===== src/rtl/fetch_stage.sv =====
// Instruction fetch stage: PC register, next-PC select and the IF/ID pipeline register.
// Optional macro FETCH_PERF_EN adds saturating fetch/flush performance counters.
module fetch_stage #(
  parameter logic [15:0] RESET_VECTOR = 16'h0000,
  parameter logic [15:0] NOP_INSTR    = 16'h0000
) (
  input  logic        clk,
  input  logic        reset,
  input  logic [1:0]  PCSrc,
  input  logic [15:0] JumpTarget,
  input  logic [15:0] BranchTarget,
  input  logic [15:0] ReturnAddr,
  input  logic        stall,
  input  logic        halt,
  output logic [15:0] imem_addr,
  input  logic [15:0] imem_data,
  output logic [15:0] ifid_instr,
  output logic [15:0] ifid_pc_plus1,
  output logic        ifid_valid,
  output logic [15:0] pc
`ifdef FETCH_PERF_EN
  ,
  output logic [15:0] fetch_count,
  output logic [15:0] flush_count
`endif
);

  localparam logic [1:0] BOOT = 2'd0;
  localparam logic [1:0] RUN  = 2'd1;
  localparam logic [1:0] HALT = 2'd2;

  logic [1:0]  state;
  logic [15:0] pc_plus1;
  logic        advance;
  logic        fetch_event;
  logic        flush_event;

  assign imem_addr = pc;
  assign pc_plus1  = pc + 16'd1;

  // halt outranks stall, which in turn outranks any redirect request
  assign advance     = (state == RUN) && !halt && !stall;
  assign fetch_event = advance && (PCSrc == 2'b00);
  assign flush_event = advance && (PCSrc != 2'b00);

  always_ff @(posedge clk or posedge reset) begin
    if (reset) begin
      state         <= BOOT;
      pc            <= RESET_VECTOR;
      ifid_instr    <= NOP_INSTR;
      ifid_pc_plus1 <= 16'h0000;
      ifid_valid    <= 1'b0;
    end else begin
      case (state)
        BOOT: begin
          ifid_instr    <= NOP_INSTR;
          ifid_pc_plus1 <= 16'h0000;
          ifid_valid    <= 1'b0;
          state         <= RUN;
        end
        RUN: begin
          if (halt) begin
            ifid_instr    <= NOP_INSTR;
            ifid_pc_plus1 <= 16'h0000;
            ifid_valid    <= 1'b0;
            state         <= HALT;
          end else if (!stall) begin
            if (PCSrc == 2'b00) begin
              pc            <= pc_plus1;
              ifid_instr    <= imem_data;
              ifid_pc_plus1 <= pc_plus1;
              ifid_valid    <= 1'b1;
            end else begin
              case (PCSrc)
                2'b01:   pc <= JumpTarget;
                2'b10:   pc <= BranchTarget;
                default: pc <= ReturnAddr;
              endcase
              ifid_instr    <= NOP_INSTR;
              ifid_pc_plus1 <= 16'h0000;
              ifid_valid    <= 1'b0;
            end
          end
        end
        HALT: begin
          ifid_instr    <= NOP_INSTR;
          ifid_pc_plus1 <= 16'h0000;
          ifid_valid    <= 1'b0;
        end
        default: begin
          ifid_instr    <= NOP_INSTR;
          ifid_pc_plus1 <= 16'h0000;
          ifid_valid    <= 1'b0;
          state         <= BOOT;
        end
      endcase
    end
  end

`ifdef FETCH_PERF_EN
  // Counters stick at all-ones rather than wrapping
  always_ff @(posedge clk or posedge reset) begin
    if (reset) begin
      fetch_count <= 16'h0000;
      flush_count <= 16'h0000;
    end else begin
      if (fetch_event && (fetch_count != 16'hFFFF))
        fetch_count <= fetch_count + 16'd1;
      if (flush_event && (flush_count != 16'hFFFF))
        flush_count <= flush_count + 16'd1;
    end
  end
`else
  logic unused_events;
  assign unused_events = fetch_event ^ flush_event;
`endif

endmodule


===== config.mk =====
export PLATFORM = sky130hd
export DESIGN_NAME = fetch_stage
export DESIGN_NICKNAME = d
export VERILOG_FILES = /design/src/rtl/fetch_stage.sv
export SDC_FILE = /design/constraint.sdc
export NUM_CORES = 1
export LEC_CHECK = 0
export ABC_AREA = 1
export BUFFER_PORTS_ARGS = -buffer_cell sky130_fd_sc_hd__buf_2
export CAP_MARGIN = 20
export CORE_MARGIN = 2
export CORE_UTILIZATION = 45
export DETAILED_ROUTE_END_ITERATION = 10
export PLACE_DENSITY = 0.81
export REMOVE_ABC_BUFFERS = 1
export SETUP_SLACK_MARGIN = 0.02
export SYNTH_ARGS = -nofsm -noshare
export SYNTH_HDL_FRONTEND = slang
export SYNTH_SLANG_ARGS = --single-unit

===== constraint.sdc =====
create_clock -name clk -period 1.75 [get_ports clk]
set_clock_uncertainty 0.1 [all_clocks]
set_input_delay 0.2625 -clock clk [delete_from_list [all_inputs] [get_ports clk]]
set_output_delay 0.2625 -clock clk [all_outputs]
set_load 0.01 [all_outputs]

==> impl_metrics.yaml <==
run_status:
  status: "complete, no violations"
clocking:
  cts_num_sinks: 51
  clock-root-buffer: "clkbuf_8"
  cts_buffers: 5
  clk_transition_reported_paths_ns: 0.09
  worst_skew_late_latency_ns: 0.30
  cts.path.max_buffers: 2
  cts_max_level: 2
  cts_setup_buffers: 0
  clock_tree_from_tritoncts: "yes"
finish:
  mostFrequentLayoutCell: "buf_2"
  multiInputGateArea_um2: 1220
  drive_above_1_share_pct: 34.3
  number_of_fill_cells_in_the_layout: 554
  final_cell_area_um2: 3600
  number_of_nets_in_the_layout: 548
  mostFrequentLayoutCells: "134 x buf_2, 107 x nand2_1, 49 x dfrtp_1"
  area.sequential_um2: 1280
  number_of_cells_in_the_finished_layout_apart_from_fillers: 550
  count_of_antenna_diodes_in_the_layout: 0
  layout_stage_area_growth_over_the_synthesis_result_pct: 28.4
yosys:
  yosys.area.top_type_share_pct: 45.6
  postSynthAreaPerCell_um2: 7.93
  synth.top_cells.by_area: "dfrtp_1 46%, nand2_1 14%, nand3_1 6.6%"
  yosys_register_bits: 51
  yosys.area_share.simple_pct: 28.6
  muxShareOfSynthArea_pct: 0
  synth_compound_area_share_pct: 11.9
  main_combinational_cell_family_by_area_after_synthesis: "simple AND/OR/NAND/NOR gates"
  synth.yosys.warnings: 0
  synth_xor_xnor_area_share_pct: 1.25
  synth_largest_area_cell: "dfrtp_1"
  ys_types: 27
  syn_area_um2: 2800
  ys_seq_area_share_pct: 45.6
  synthesis.instances: 353
  adder_and_majority_cell_fraction_of_the_synthesized_area_pct: 1.79
critical_path:
  critPathLaunchType: "flop"
  worst_setup_path_end_kind: "flop"
  critical_path_peak_fanout: 6
  reg2regPathDepth: 8
  worstPathRequired_ns: 1.83
  worst_r2r_startpoint: "imem_addr[1]"
  timing.rr.end: "imem_addr[8]"
  path_class: "reg2reg"
  r2r_slack_ns: 0.18
  critical_path_arrival_ns: 1.65
placed_design:
  place_area_um2: 3480
  post-place-cells: 541
  io_buffer_count: 134
  dp_worst_setup_slack_ns: 0.131
  place.detailed.hpwl_um: 5850
  final_weighted_congestion_in_routability_driven_placement: 0.868
power:
  cell_internal_pwr_mw: 2.37
  p_clk_share_pct: 17.6
  powerDensity_nw_per_um2: 1090
  relative_contribution_of_sequential_cells_to_total_power_pct: 43.5
  p_sw_share_pct: 39.5
  combPwrFrac_pct: 38.8
  vdd.ir_drop.worst_mv: 0.484
  total_leakage_power_nw: 2.09
  p_sw_mw: 1.54
global_routing:
  first_global_vias: 2706
  aggregate_global_route_resource_usage_pct: 22.4
  grt_pass1_wl_um: 12700
  global_route.overflow_total: 0
  grt_max_degree: 36
  number_of_antenna_violations_at_the_first_check_in_global_routing: 0
timing:
  slew_headroom_pct: 75.9
  post_route_minimum_period_ns: 1.57
  tightest_slew_ns: 0.361
  worst_hold_slack_ns: 0.0833
  final-setup-viol-count: 0
  final_layout_setup_total_negative_slack_ns: 0
  unrepaired_setup_endpoints_after_global_routing: "false"
  fin_crit_sh_pct: 89.7
  slew_viol_final: 0
  fmaxAchievable_mhz: 637
  hold_viol_final: 0
  setup_slack_ns: 0.181
route:
  vias_per_inst: 5.12
  first_pass_iters: 4
  detailedRoute.firstIterationViolations: 161
  detailroute.via_count: 2817
  wl_um: 7550
  drt-wirelength-per-cell_um: 13.7
  detail_route.drc_violations: 0
  ant_nets: 0
floorplanning:
  dieWidth_um: 82.9
  die_h_um: 82.9
  fp.coreArea_um2: 5960
  initial_core_util_pct: 47.0
  die_area_um2: 6870
  io_pins: 135
  placement_rows: 28
hold_path:
  min_delay_path_depth: 2
  holdCritPathClass: "in2reg"
  whs_endpoint: "state[0]"
  worst_hold_startpoint: "halt"
job:
  max_cap_violations: 0
area by class of cell:
| class | instances | share of cell area (%) |
|---|---|---|
| Inverter | 25 | 2.75 |
| Clock buffer | 6 | 2.30 |
| Sequential cell | 51 | 35.6 |
| Multi-Input combinational cell | 246 | 33.9 |
| Timing Repair Buffer | 145 | 22.4 |
| Clock inverter | 2 | 0.452 |
| Tap cell | 75 | 2.61 |
sequential cells by signal, summed over array words and instances, names as in the netlist:
register,flops
imem_addr,16
ifid_instr,16
state,2
ifid_pc_plus1,16
ifid_valid,1
logic make-up (layout without fill, tap and decap cells):
family	after synthesis	after routing
AO/OA/AOI/OAI	48	48
buffers and inverters	56	178
AND/OR/NAND/NOR	190	190
flip-flops	51	51
adder cells (fa/ha/maj)	4	4
XOR/XNOR	4	4
stage by stage:
stage | power, mW | utilization (%)
floorplan | 2.51 | -
CTS | 3.94 | 60.3
global placement | 3.19 | 58.5
detailed placement | 3.24 | 58.5
finish | 3.91 | 60.4
global route | 4.20 | 60.4
power groups by stage:
stage	registers, mW	logic [mW]	clock network [mW]
floorplan	1.85	0.666	0
global placement	1.71	1.48	0
detailed placement	1.72	1.52	0
CTS	1.69	1.53	0.716
global route	1.74	1.70	0.763
finish	1.70	1.52	0.690
worst max path at each step:
stage                     slack (ns)  depth (start not counted)             to          from
after floorplan                 0.16                          1  ifid_instr[0]         reset
after global placement          0.17                          8   imem_addr[9]      PCSrc[0]
after detailed placement        0.13                          8   imem_addr[9]      PCSrc[0]
after CTS                       0.13                          8   imem_addr[8]  imem_addr[1]
after global routing            0.03                          8   imem_addr[8]  imem_addr[0]
final                           0.18                          8   imem_addr[8]  imem_addr[1]
layer usage:
| metal | GRT usage [%] | wire [um] | vias to the layer above |
|---|---|---|---|
| met4 | 7.15 | 150 | 0 |
| li1 | - | - | 1377 |
| met3 | 5.17 | 537 | 14 |
| met5 | 0 | 0 | - |
| met1 | 29.1 | 3320 | 1301 |
| met2 | 37.0 | 3540 | 125 |
critical path, stage by stage (launching register included):
cell     delay, ns
dfrtp_2       0.42
ha_1          0.20
nand3_1       0.17
inv_1         0.11
nand2_1       0.09
inv_1         0.10
nand2_1       0.06
nand3_1       0.13
nand3_1       0.08
synth_stat cells, drive strengths merged:
cell	n
nor2	38
ha	4
dfrtp	51
a22oi	2
a21oi	2
inv	25
o211ai	7
xor2	2
nand3	37
o21ai	19
nand4	3
nand3b	1
xnor2	2
a22o	18
buf	26
clkbuf	5
nand2	109
or2	2
repair_timing:
| item | in CTS | in global routing |
|---|---|---|
| endpoints found under the hold margin | 16 | 0 |
| hold buffers | 1 | 0 |
| resized for setup | 0 | 2 |
| endpoints found under the setup margin | 0 | 6 |
Power figures use the tool's default switching activity.
